## src/rtl/instr_fetch_unit_pkg.sv

```systemverilog
// Shared definitions for the instruction fetch unit: fetch FSM state
// encodings, opcode field width and the NOP word loaded into the IR on reset.
package instr_fetch_unit_pkg;

    localparam int FETCH_STATE_WIDTH  = 2;
    localparam int INSTR_OPCODE_WIDTH = 7;

    // RV32I "addi x0, x0, 0"
    localparam logic [31:0] NOP_INSTR = 32'h0000_0013;

    typedef enum logic [FETCH_STATE_WIDTH-1:0] {
        FETCH_STATE_IDLE = 2'b00,
        FETCH_STATE_REQ  = 2'b01,
        FETCH_STATE_WAIT = 2'b10
    } fetch_state_e;

    // A PC is misaligned when either of its two low bits is set.
    function automatic logic is_misaligned(input logic [1:0] low_bits);
        return (low_bits != 2'b00);
    endfunction

endpackage

```

## src/rtl/instr_fetch_unit_pc_register.sv

```systemverilog
// Program counter register for the fetch unit.
// Optional macro: FETCH_MISALIGN_TRAP_EN -- when defined, a write of a
// misaligned target leaves the PC unchanged and sets a sticky error flag;
// when undefined, the target is force-aligned and the error flag is tied low.
module instr_fetch_unit_pc_register
    import instr_fetch_unit_pkg::*;
#(
    parameter int              XLEN     = 32,
    parameter logic [XLEN-1:0] RESET_PC = {XLEN{1'b0}}
) (
    input  logic            clk,
    input  logic            rst,
    input  logic            we_i,
    input  logic [XLEN-1:0] pc_next_i,
    output logic [XLEN-1:0] pc_o,
    output logic            misalign_err_o
);

    logic [XLEN-1:0] pc_q;
    logic [XLEN-1:0] pc_d;

`ifdef FETCH_MISALIGN_TRAP_EN
    logic misalign_err_q;
    logic misalign_err_d;

    // Next PC: a misaligned target is rejected and flagged, an aligned one is taken.
    always_comb begin
        pc_d           = pc_q;
        misalign_err_d = misalign_err_q;
        if (we_i) begin
            if (is_misaligned(pc_next_i[1:0])) begin
                misalign_err_d = 1'b1;
            end else begin
                pc_d = pc_next_i;
            end
        end else begin
            pc_d = pc_q;
        end
    end

    // PC and sticky misalignment flag registers.
    always_ff @(posedge clk) begin
        if (rst) begin
            pc_q           <= RESET_PC;
            misalign_err_q <= 1'b0;
        end else begin
            pc_q           <= pc_d;
            misalign_err_q <= misalign_err_d;
        end
    end

    assign misalign_err_o = misalign_err_q;
`else
    // The low target bits are discarded by forced alignment.
    logic unused_low_bits_s;
    assign unused_low_bits_s = ^pc_next_i[1:0];

    // Next PC: the written target is aligned down to a word boundary.
    always_comb begin
        pc_d = pc_q;
        if (we_i) begin
            pc_d = {pc_next_i[XLEN-1:2], 2'b00};
        end else begin
            pc_d = pc_q;
        end
    end

    // PC register.
    always_ff @(posedge clk) begin
        if (rst) begin
            pc_q <= RESET_PC;
        end else begin
            pc_q <= pc_d;
        end
    end

    assign misalign_err_o = 1'b0;
`endif

    assign pc_o = pc_q;

endmodule

```

## src/rtl/instr_fetch_unit.sv

```systemverilog
// Instruction fetch unit: holds PC and IR, runs the imem read handshake
// (REQ until accepted, WAIT until data or timeout) and stalls the controller
// while a fetch is in flight.
// Optional macro: FETCH_MISALIGN_TRAP_EN (see instr_fetch_unit_pc_register).
module instr_fetch_unit
    import instr_fetch_unit_pkg::*;
#(
    parameter int              XLEN           = 32,
    parameter logic [XLEN-1:0] RESET_PC       = {XLEN{1'b0}},
    parameter int              TIMEOUT_CYCLES = 255
) (
    input  logic                          clk,
    input  logic                          rst,
    input  logic                          PCWrite,
    input  logic                          IRWrite,
    input  logic [XLEN-1:0]               pcNext,
    output logic                          imemReq,
    output logic [XLEN-1:0]               imemAddr,
    input  logic                          imemReady,
    input  logic                          imemValid,
    input  logic [31:0]                   imemData,
    output logic [XLEN-1:0]               pc,
    output logic [31:0]                   instr,
    output logic [INSTR_OPCODE_WIDTH-1:0] opCode,
    output logic                          irValid,
    output logic                          stall,
    output logic                          fetchErr,
    output logic                          misalignErr
);

    // The counter compares against limit-1 so the error fires on the
    // TIMEOUT_CYCLES-th WAIT cycle without a valid response.
    localparam logic [7:0] TIMEOUT_LAST = 8'(TIMEOUT_CYCLES - 1);

    fetch_state_e    state_q,     state_d;
    logic [XLEN-1:0] req_addr_q,  req_addr_d;
    logic [31:0]     instr_q,     instr_d;
    logic            ir_valid_q,  ir_valid_d;
    logic            fetch_err_q, fetch_err_d;
    logic [7:0]      tmo_cnt_q,   tmo_cnt_d;
    logic            imem_req_q,  imem_req_d;
    logic            stall_q,     stall_d;
    logic [XLEN-1:0] pc_s;

    instr_fetch_unit_pc_register #(
        .XLEN     (XLEN),
        .RESET_PC (RESET_PC)
    ) u_pc_register (
        .clk            (clk),
        .rst            (rst),
        .we_i           (PCWrite),
        .pc_next_i      (pcNext),
        .pc_o           (pc_s),
        .misalign_err_o (misalignErr)
    );

    // Fetch FSM next state, address latch, IR capture and timeout counting.
    always_comb begin
        state_d     = state_q;
        req_addr_d  = req_addr_q;
        instr_d     = instr_q;
        ir_valid_d  = ir_valid_q;
        fetch_err_d = fetch_err_q;
        tmo_cnt_d   = tmo_cnt_q;
        imem_req_d  = 1'b0;
        stall_d     = 1'b0;
        case (state_q)
            FETCH_STATE_IDLE: begin
                if (IRWrite) begin
                    // Latch the PC before any same-edge PCWrite takes effect.
                    state_d    = FETCH_STATE_REQ;
                    req_addr_d = pc_s;
                    ir_valid_d = 1'b0;
                    imem_req_d = 1'b1;
                    stall_d    = 1'b1;
                end else begin
                    state_d = FETCH_STATE_IDLE;
                end
            end
            FETCH_STATE_REQ: begin
                stall_d = 1'b1;
                if (imemReady) begin
                    state_d    = FETCH_STATE_WAIT;
                    tmo_cnt_d  = 8'd0;
                    imem_req_d = 1'b0;
                end else begin
                    imem_req_d = 1'b1;
                end
            end
            FETCH_STATE_WAIT: begin
                if (imemValid) begin
                    state_d    = FETCH_STATE_IDLE;
                    instr_d    = imemData;
                    ir_valid_d = 1'b1;
                end else if (tmo_cnt_q == TIMEOUT_LAST) begin
                    state_d     = FETCH_STATE_IDLE;
                    fetch_err_d = 1'b1;
                    ir_valid_d  = 1'b0;
                end else begin
                    tmo_cnt_d = tmo_cnt_q + 8'd1;
                    stall_d   = 1'b1;
                end
            end
            default: begin
                state_d = FETCH_STATE_IDLE;
            end
        endcase
    end

    // Fetch state and registered handshake/status outputs.
    always_ff @(posedge clk) begin
        if (rst) begin
            state_q     <= FETCH_STATE_IDLE;
            req_addr_q  <= RESET_PC;
            instr_q     <= NOP_INSTR;
            ir_valid_q  <= 1'b0;
            fetch_err_q <= 1'b0;
            tmo_cnt_q   <= 8'd0;
            imem_req_q  <= 1'b0;
            stall_q     <= 1'b0;
        end else begin
            state_q     <= state_d;
            req_addr_q  <= req_addr_d;
            instr_q     <= instr_d;
            ir_valid_q  <= ir_valid_d;
            fetch_err_q <= fetch_err_d;
            tmo_cnt_q   <= tmo_cnt_d;
            imem_req_q  <= imem_req_d;
            stall_q     <= stall_d;
        end
    end

    assign imemReq  = imem_req_q;
    assign imemAddr = req_addr_q;
    assign pc       = pc_s;
    assign instr    = instr_q;
    assign opCode   = instr_q[INSTR_OPCODE_WIDTH-1:0];
    assign irValid  = ir_valid_q;
    assign stall    = stall_q;
    assign fetchErr = fetch_err_q;

endmodule

```

## config.mk

```make
export PLATFORM = sky130hd
export DESIGN_NAME = instr_fetch_unit
export DESIGN_NICKNAME = d
export VERILOG_FILES = /design/src/rtl/instr_fetch_unit_pkg.sv /design/src/rtl/instr_fetch_unit_pc_register.sv /design/src/rtl/instr_fetch_unit.sv
export SDC_FILE = /design/constraint.sdc
export NUM_CORES = 1
export LEC_CHECK = 0
export ABC_CLOCK_PERIOD_IN_PS = 3500
export BUFFER_PORTS_ARGS = -buffer_cell sky130_fd_sc_hd__buf_2
export CAP_MARGIN = 10
export CORE_MARGIN = 1
export CORE_UTILIZATION = 50
export DETAILED_ROUTE_END_ITERATION = 7
export GPL_TIMING_DRIVEN = 0
export PLACE_DENSITY_LB_ADDON = 0.08
export SYNTH_ARGS = -nofsm -noshare
export SYNTH_HDL_FRONTEND = slang
export SYNTH_SLANG_ARGS = --single-unit
```

## constraint.sdc

```tcl
create_clock -name clk -period 3.5 [get_ports clk]
set_input_delay 0.7 -clock clk [delete_from_list [all_inputs] [get_ports clk]]
set_output_delay 0.7 -clock clk [all_outputs]
set_load 0.02 [all_outputs]
```

==> results of run 1 <==
-- cell type report --
cell class | instances | area (sq um)
Tap cell | 102 | 128
Clock inverter | 6 | 73.8
Clock buffer | 10 | 138
Inverter | 2 | 7.51
Sequential cell | 106 | 2120
Multi-Input combinational cell | 313 | 1620
Timing Repair Buffer | 168 | 841
Buffer | 45 | 231
Fill cell | 697 | 2530
-- cells in the mapped netlist, drive strengths merged (2+ instances only) --
master / n
buf: 26
a311oi: 2
nand3b: 5
ha: 2
a211oi: 2
nand2: 130
clkbuf: 19
nand2b: 2
mux2i: 30
a31oi: 4
inv: 2
o211ai: 3
o21ai: 2
or4: 3
a21oi: 65
dfxtp: 106
nand4: 2
and3: 2
nor2: 32
nand3: 7
-- worst max-delay path, stage by stage (launching register included) --
cell and delay [ns]:
dfxtp_1 0.45, ha_1 0.22, nand4_1 0.13, o21ai_1 0.57, nand2_1 0.21, o31ai_1 0.31
-- logic make-up (layout without fill, tap and decap cells) --
group,count (synthesis),in the layout,synth area share
buffers and inverters,47,231,0.0603
AO/OA/AOI/OAI,84,84,0.117
flip-flops,106,106,0.536
multiplexers,30,30,0.0758
other,1,5,0.000947
adder cells (fa/ha/maj),2,2,0.00632
AND/OR/NAND/NOR,192,192,0.203
-- where the power goes --
part | internal, mW | total, mW | switching [mW]
clock network | 0.358 | 0.775 | 0.417
logic | 0.105 | 0.275 | 0.170
registers | 1.25 | 1.27 | 0.0260
-- stage by stage --
step	util	setup slack (ns)
after detailed placement	0.643	1.39
after global routing	0.671	1.35
after global placement	0.643	1.45
after CTS	0.671	1.59
after floorplan	-	1.76
final	0.671	1.50
-- layer usage --
metal,share of wire,GRT usage,vias to the layer above
met5,0,0,-
met4,0.017,0.0899,0
met3,0.076,0.0754,16
met2,0.48,0.396,145
met1,0.43,0.283,1644
li1,-,-,1885
-- how the worst max path moves through the flow --
stage / startpoint / endpoint / slack [ns]
floorplan: imemValid / tmo_cnt_q[6] / 1.76
global placement: rst / imemAddr[13] / 1.45
detailed placement: rst / u_pc_register.pc_o[22] / 1.39
CTS: tmo_cnt_q[0] / tmo_cnt_q[4] / 1.59
global route: tmo_cnt_q[0] / tmo_cnt_q[0] / 1.35
finish: tmo_cnt_q[1] / tmo_cnt_q[0] / 1.50
-- flip-flops by register name (all words and copies together), names as in the netlist --
signal and cells:
irValid 1, fetchErr 1, imemReq 1, stall 1
u_pc_register.pc_o 30, tmo_cnt_q 8, instr 32, imemAddr 30
state_q 2
==> results_dict.tcl, run 1 <==
set metrics [dict create \
    vdd_drop_max_mv 0.409 \
    clockBufferDepth 2 \
    htreeDepth 3 \
    vias_per_cell 4.91 \
    avgRoutedWirePerCell_microns 12.8 \
    hold_violations 0 \
    hp-class "flop to flop" \
    min_period_over_period 0.570 \
    setup.worst_path.end_class "flop" \
    yosys-top-cells-area "dfxtp_1 (54%), nand2_1 (12%), a21oi_1 (8.2%), mux2i_1 (7.6%), nor2_1 (3.0%)" \
    period_needed_ns 2.00 \
    yosys_warnings 0 \
    setup_viol 0 \
    first_pass_iters 4 \
    netlist.area_leader.share 0.536 \
    clk_latency_ns 0.36 \
    drt_wl_total_microns 9620 \
    core_area_sq_um 7690 \
    ys_types 39 \
    path_clk_slew_ns 0.09 \
    ff2ff_path_depth 5 \
    antenna_found_initial 0 \
    path_max_fanout 9 \
    antenna_left 0 \
    reg2reg_to "tmo_cnt_q[0]" \
    cp.required_ns 3.75 \
    tightest_slew_ns 0.677 \
    rsz0062_at_grt "no" \
    max_freq_mhz 501 \
    ys_async_sr_fraction 0 \
    cts_tree "yes" \
    dp_hpwl_microns 7180 \
    critPathKind "flop to flop" \
    clock_sink_count 106 \
    antenna_cells 0 \
    die_y_microns 91.0 \
    place_inst 736 \
    ys_ff_latch 106 \
    tns_ns 0 \
    io-pin-count 178 \
    synth_area_sq_um 3960 \
    r2r_slack_ns 1.50 \
    die-area_sq_um 8280 \
    post_dp_cell_area_sq_um 4940 \
    max-cap-violations 0 \
    die_w_microns 91.0 \
    post-cts-setup-buffers 0 \
    most-common-layout-cells "buf_2 (179), nand2_1 (130), dfxtp_1 (106)" \
    gp_congestion 0.807 \
    vias 3690 \
    p_per_area_nw_per_um2 451 \
    layout_commonest_cell "buf_2" \
    first_global_vias 3453 \
    grt_max_degree 19 \
    startpoint_type "flop" \
    post-route-drc-count 0 \
    hold_start "imemAddr[8]" \
    p_leak_nw 2.41 \
    finalPower_mw 2.32 \
    final_cell_area_sq_um 5160 \
    clock_skew_ns 0.00935 \
    synth_edf_count 0 \
    grt_pass1_wl_microns 15800 \
    hold_end "imemAddr[8]" \
    synthFlopType "dfxtp_1" \
    grt_usage 0.237 \
    slew_viol_final 0 \
    ys_seq_area_frac 0.536 \
    syn_to_final_growth_pct 30.2 \
    synth.avg_cell_area_sq_um 8.57 \
    postCtsHoldBufs 0 \
    root_buffer "clkbuf_8" \
    drive_gt1_frac 0.323 \
    core.rowCount 32 \
    cts-resized-gates 0 \
    holdWs_ns 0.456 \
    drt_iter0_drc 110 \
    overflow 0 \
    synth_largest_area_cell "dfxtp_1" \
    numCtsBuffers 9 \
    final_cells 752 \
    fin_nets 717 \
    hold_depth 2 \
    status "finished, final reports clean" \
    port_buffers 168 \
    synthCells 462 \
    timing.rr.start "tmo_cnt_q[1]" \
    arrival_ns 2.24 \
    start_util 0.515 \
    timing.slew.headroom 0.545 \
]
Note: power is estimated with default switching activity, not from simulation.
==> inputs of run 2 (changes only) <==
ABC_CLOCK_PERIOD_IN_PS = 1780   (was 3500)
CORE_UTILIZATION = 42   (was 50)
clock period = 1.78 ns   (was 3.5 ns; I/O delays follow)
==> run 2 against run 1 <==
  * Sequential share of layout area fell by 0.13 points
  * Die area rose by 19%
  * First-iteration DRC count rose by 4.5%
  * Hold slack got worse by 0.26 ns
  * Critical path type unchanged
  * Critical endpoint is now tmo_cnt_q[3]
  * Largest cell class unchanged
  * Largest power group unchanged
==> results_dict.tcl, run 2 (synthesized netlist as in run 1, its figures left out) <==
set metrics [dict create \
    status "finished, final reports clean" \
    cts-resized-gates 1 \
    setup.worst_path.end_class "flop" \
    vias_per_cell 4.80 \
    p_leak_nw 2.41 \
    grt_usage 0.205 \
    port_buffers 168 \
    grt_max_degree 18 \
    dp_hpwl_microns 7340 \
    arrival_ns 1.96 \
    clockBufferDepth 2 \
    syn_to_final_growth_pct 30.7 \
    io-pin-count 178 \
    critPathKind "flop to flop" \
    holdWs_ns 0.199 \
    path_max_fanout 9 \
    min_period_over_period 0.948 \
    die-area_sq_um 9820 \
    post-route-util 0.563 \
    drive_gt1_frac 0.334 \
    drt_wl_total_microns 10100 \
    grt_pass1_wl_microns 16100 \
    vias 3651 \
    setup_viol 0 \
    period_needed_ns 1.69 \
    hold_violations 0 \
    start_util 0.431 \
    path_clk_slew_ns 0.11 \
    max_freq_mhz 593 \
    vdd_drop_max_mv 0.425 \
    root_buffer "clkbuf_8" \
    cp_cell_sequence "ha_1 > nand4_1 > o21ai_4 > nand2_1 > a311oi_1" \
    antenna_found_initial 0 \
    p_per_area_nw_per_um2 877 \
    core.rowCount 35 \
    core_area_sq_um 9200 \
    crit_family "compound AO/OA/AOI/OAI gates" \
    first_global_vias 3434 \
    postCtsHoldBufs 0 \
    cts_tree "yes" \
    max_stage_delay_ns 0.45 \
    post-route-drc-count 0 \
    avgRoutedWirePerCell_microns 13.2 \
    largest_reg_flops 32 \
    die_y_microns 99.1 \
    htreeDepth 3 \
    hp-class "primary input to flop" \
    antenna_left 0 \
    clk_latency_ns 0.37 \
    overflow 0 \
    post-cts-setup-buffers 0 \
    drt_iter0_drc 115 \
    most-common-layout-cells "buf_2 (177), nand2_1 (130), dfxtp_1 (105)" \
    startpoint_type "flop" \
    cp.required_ns 2.05 \
    clock_sink_count 106 \
    max-cap-violations 0 \
    first_pass_iters 4 \
    crit_buf_inv 0 \
    fin_nets 716 \
    critPathSlowestCell "dfxtp_1" \
    gp_congestion 0.790 \
    layout_commonest_cell "buf_2" \
    die_w_microns 99.1 \
    clock_skew_ns 0.0124 \
    slew_viol_final 0 \
    numCtsBuffers 9 \
    antenna_cells 0 \
]
[run 2: worst register-to-register path, delay by kind of cell (launching register included)]
| kind | cells | cell delay, ns |
|---|---|---|
| adders and majority gates | 1 | 0.21 |
| DFF | 1 | 0.45 |
| AOI/OAI and AO/OA | 2 | 0.61 |
| and+or+nand+nor | 2 | 0.33 |
[run 2: routing by layer]
metal  up-vias  wire length (microns)  track usage
met4         0                     76       0.0611
met5         -                      0            0
li1       1883                      -            -
met2       119                   4870        0.352
met1      1643                   4420        0.251
met3         6                    684       0.0562
[run 2: final cells by class]
type	count	area, sq um
well taps	111	139
flip-flops and latches	106	2120
repair buffers	168	841
plain buffers	44	239
fillers	913	4020
clock buffers	11	131
clock inverters	5	63.8
multi-input cells	313	1630
inverters	2	7.51
[run 2: per-stage QoR]
step / power (mW) / setup TNS [ns] / instances / worst slack (ns) / cell area (sq um)
CTS: 4.59 / 0 / 761 / 0.0361 / 5150
floorplan: 2.88 / 0 / 466 / 0.298 / 3980
detailed placement: 3.11 / -0.744 / 745 / -0.102 / 4960
finish: 4.54 / 0 / 760 / 0.0934 / 5180
global placement: 3.10 / -0.304 / 745 / -0.0656 / 4960
global route: 4.75 / -0.0577 / 760 / -0.0358 / 5180
[run 2: final timing paths]
kind                                      to  depth (start not counted)  slack, ns    startpoint
worst max-delay path            tmo_cnt_q[3]                          5       0.09  tmo_cnt_q[1]
worst min-delay path                instr[0]                          3       0.20   imemData[0]
worst max register to register  tmo_cnt_q[3]                          5       0.09  tmo_cnt_q[1]
worst min register to register     instr[11]                          2       0.46     instr[11]
[run 2: power by group]
part	internal [mW]	switching, mW	total [mW]	leakage (nW)
combinational	0.209	0.337	0.546	1.46
sequential	2.45	0.0529	2.51	0.863
clock	0.662	0.825	1.49	0.0877
==> inputs of run 3 (changes only) <==
ABC_CLOCK_PERIOD_IN_PS = 2000   (was 1780)
CORE_UTILIZATION = 50   (was 42)
clock period = 2 ns   (was 1.78 ns; I/O delays follow)
==> run 3 against run 2 <==
  * Global-route usage grew 3.2 points
  * Routed wire length shrank 4.5%
  * Combinational power shrank 12%
  * Clock-buffer cell count fell by 1
  * Sequential power down 11%
  * Sequential cell count unchanged
  * Non-clock buffer count increased by 1
==> results_dict.tcl, run 3 (synthesized netlist as in run 1, its figures left out) <==
set metrics [dict create \
    max_stage_delay_ns 0.45 \
    path_clk_slew_ns 0.10 \
    die_w_microns 91.0 \
    cp.required_ns 2.25 \
    critPathKind "flop to flop" \
    antenna_found_initial 0 \
    io-pin-count 178 \
    p_per_area_nw_per_um2 788 \
    vias 3687 \
    overflow 0 \
    grt_most_used_layer "met2" \
    setup_viol 0 \
    htreeDepth 3 \
    post-route-util 0.671 \
    die_y_microns 91.0 \
    grt_pass1_wl_microns 15800 \
    hp-class "primary input to flop" \
    vias_per_cell 4.90 \
    holdWs_ns 0.250 \
    first_global_vias 3453 \
    critPathSlowestCell "dfxtp_1" \
    clock_sink_count 106 \
    layout_commonest_cell "buf_2" \
    cp_cell_sequence "ha_1 > nand4_1 > o21ai_2 > nand2_1 > o31ai_1" \
    post-route-drc-count 0 \
    p_leak_nw 2.41 \
    clk_latency_ns 0.36 \
    core.rowCount 32 \
    drt_wl_total_microns 9610 \
    postCtsHoldBufs 0 \
    max-cap-violations 0 \
    dp_hpwl_microns 7180 \
    avgRoutedWirePerCell_microns 12.8 \
    most-common-layout-cells "buf_2 (179), nand2_1 (130), dfxtp_1 (106)" \
    place_inst 736 \
    drive_gt1_frac 0.325 \
    drt_iter0_drc 114 \
    vdd_drop_max_mv 0.714 \
    final_cells 752 \
    final_cell_area_sq_um 5160 \
    startpoint_type "flop" \
    path_max_fanout 9 \
    port_buffers 168 \
    period_needed_ns 1.78 \
    antenna_cells 0 \
    tns_ns 0 \
    clock_skew_ns 0.00932 \
    grt_max_degree 19 \
    die-area_sq_um 8280 \
    start_util 0.515 \
    hold_violations 0 \
    min_period_over_period 0.888 \
    grt_use_met3 0.0754 \
    status "finished, final reports clean" \
    post-cts-setup-buffers 0 \
    numCtsBuffers 9 \
    antenna_left 0 \
    rsz0062_at_grt "no" \
    met1_usage 0.283 \
    cts_tree "yes" \
    grt_usage 0.237 \
    post_dp_cell_area_sq_um 4940 \
    clockBufferDepth 2 \
    globalRouteMet2Util 0.396 \
    gp_congestion 0.807 \
    max_freq_mhz 563 \
    syn_to_final_growth_pct 30.3 \
    first_pass_iters 5 \
    core_area_sq_um 7690 \
    largest_reg_flops 32 \
    setup.worst_path.end_class "flop" \
    root_buffer "clkbuf_8" \
    slew_viol_final 0 \
    fin_nets 717 \
    nFillCells 696 \
    cts-resized-gates 0 \
    arrival_ns 2.02 \
]
==> run 3: cell count changes in the layout (fill, tap and decap cells not counted), sizes merged <==
cell | before | now
clkinv | 0 | 2
clkbuf | 31 | 29
clkinvlp | 3 | 2
buf | 192 | 194
==> run 3: per-stage QoR <==
step,power (mW),setup WS [ns]
after global placement,2.75,0.216
after CTS,4.10,0.0922
final,4.07,0.224
after detailed placement,2.76,0.164
after floorplan,2.57,0.518
after global routing,4.26,0.0763
==> run 3: final timing paths <==
path	start	to	slack, ns	depth (start not counted)
worst max-delay path	tmo_cnt_q[1]	tmo_cnt_q[0]	0.22	5
worst min-delay path	imemData[0]	instr[0]	0.25	3
worst max register to register	tmo_cnt_q[1]	tmo_cnt_q[0]	0.22	5
worst min register to register	imemAddr[8]	imemAddr[8]	0.46	2
==> run 3: final cells by class <==
type	instances	area [sq um]	area share
Inverter	2	7.51	0.00145
Multi-Input combinational cell	313	1620	0.314
Buffer	45	231	0.0449
Clock inverter	6	73.8	0.0143
Tap cell	102	128	0.0247
Sequential cell	106	2120	0.411
Clock buffer	10	138	0.0267
Timing Repair Buffer	168	841	0.163
==> run 3: worst max-delay path: cells and delay by family, from the launching register on <==
family,cells,cell delay [ns]
adder cells (fa/ha/maj),1,0.23
flip-flops,1,0.45
AO/OA/AOI/OAI,2,0.67
AND/OR/NAND/NOR,2,0.32
==> run 3: report_power, final <==
group | internal (mW) | total (mW) | leakage [nW] | switching, mW
clock | 0.626 | 1.36 | 0.101 | 0.730
combinational | 0.184 | 0.482 | 1.44 | 0.298
sequential | 2.18 | 2.23 | 0.863 | 0.0453
==> run 3: metal layers <==
layer	up-vias	routed length, microns
met2	155	4560
li1	1885	-
met5	-	0
met4	0	178
met3	20	772
met1	1627	4100
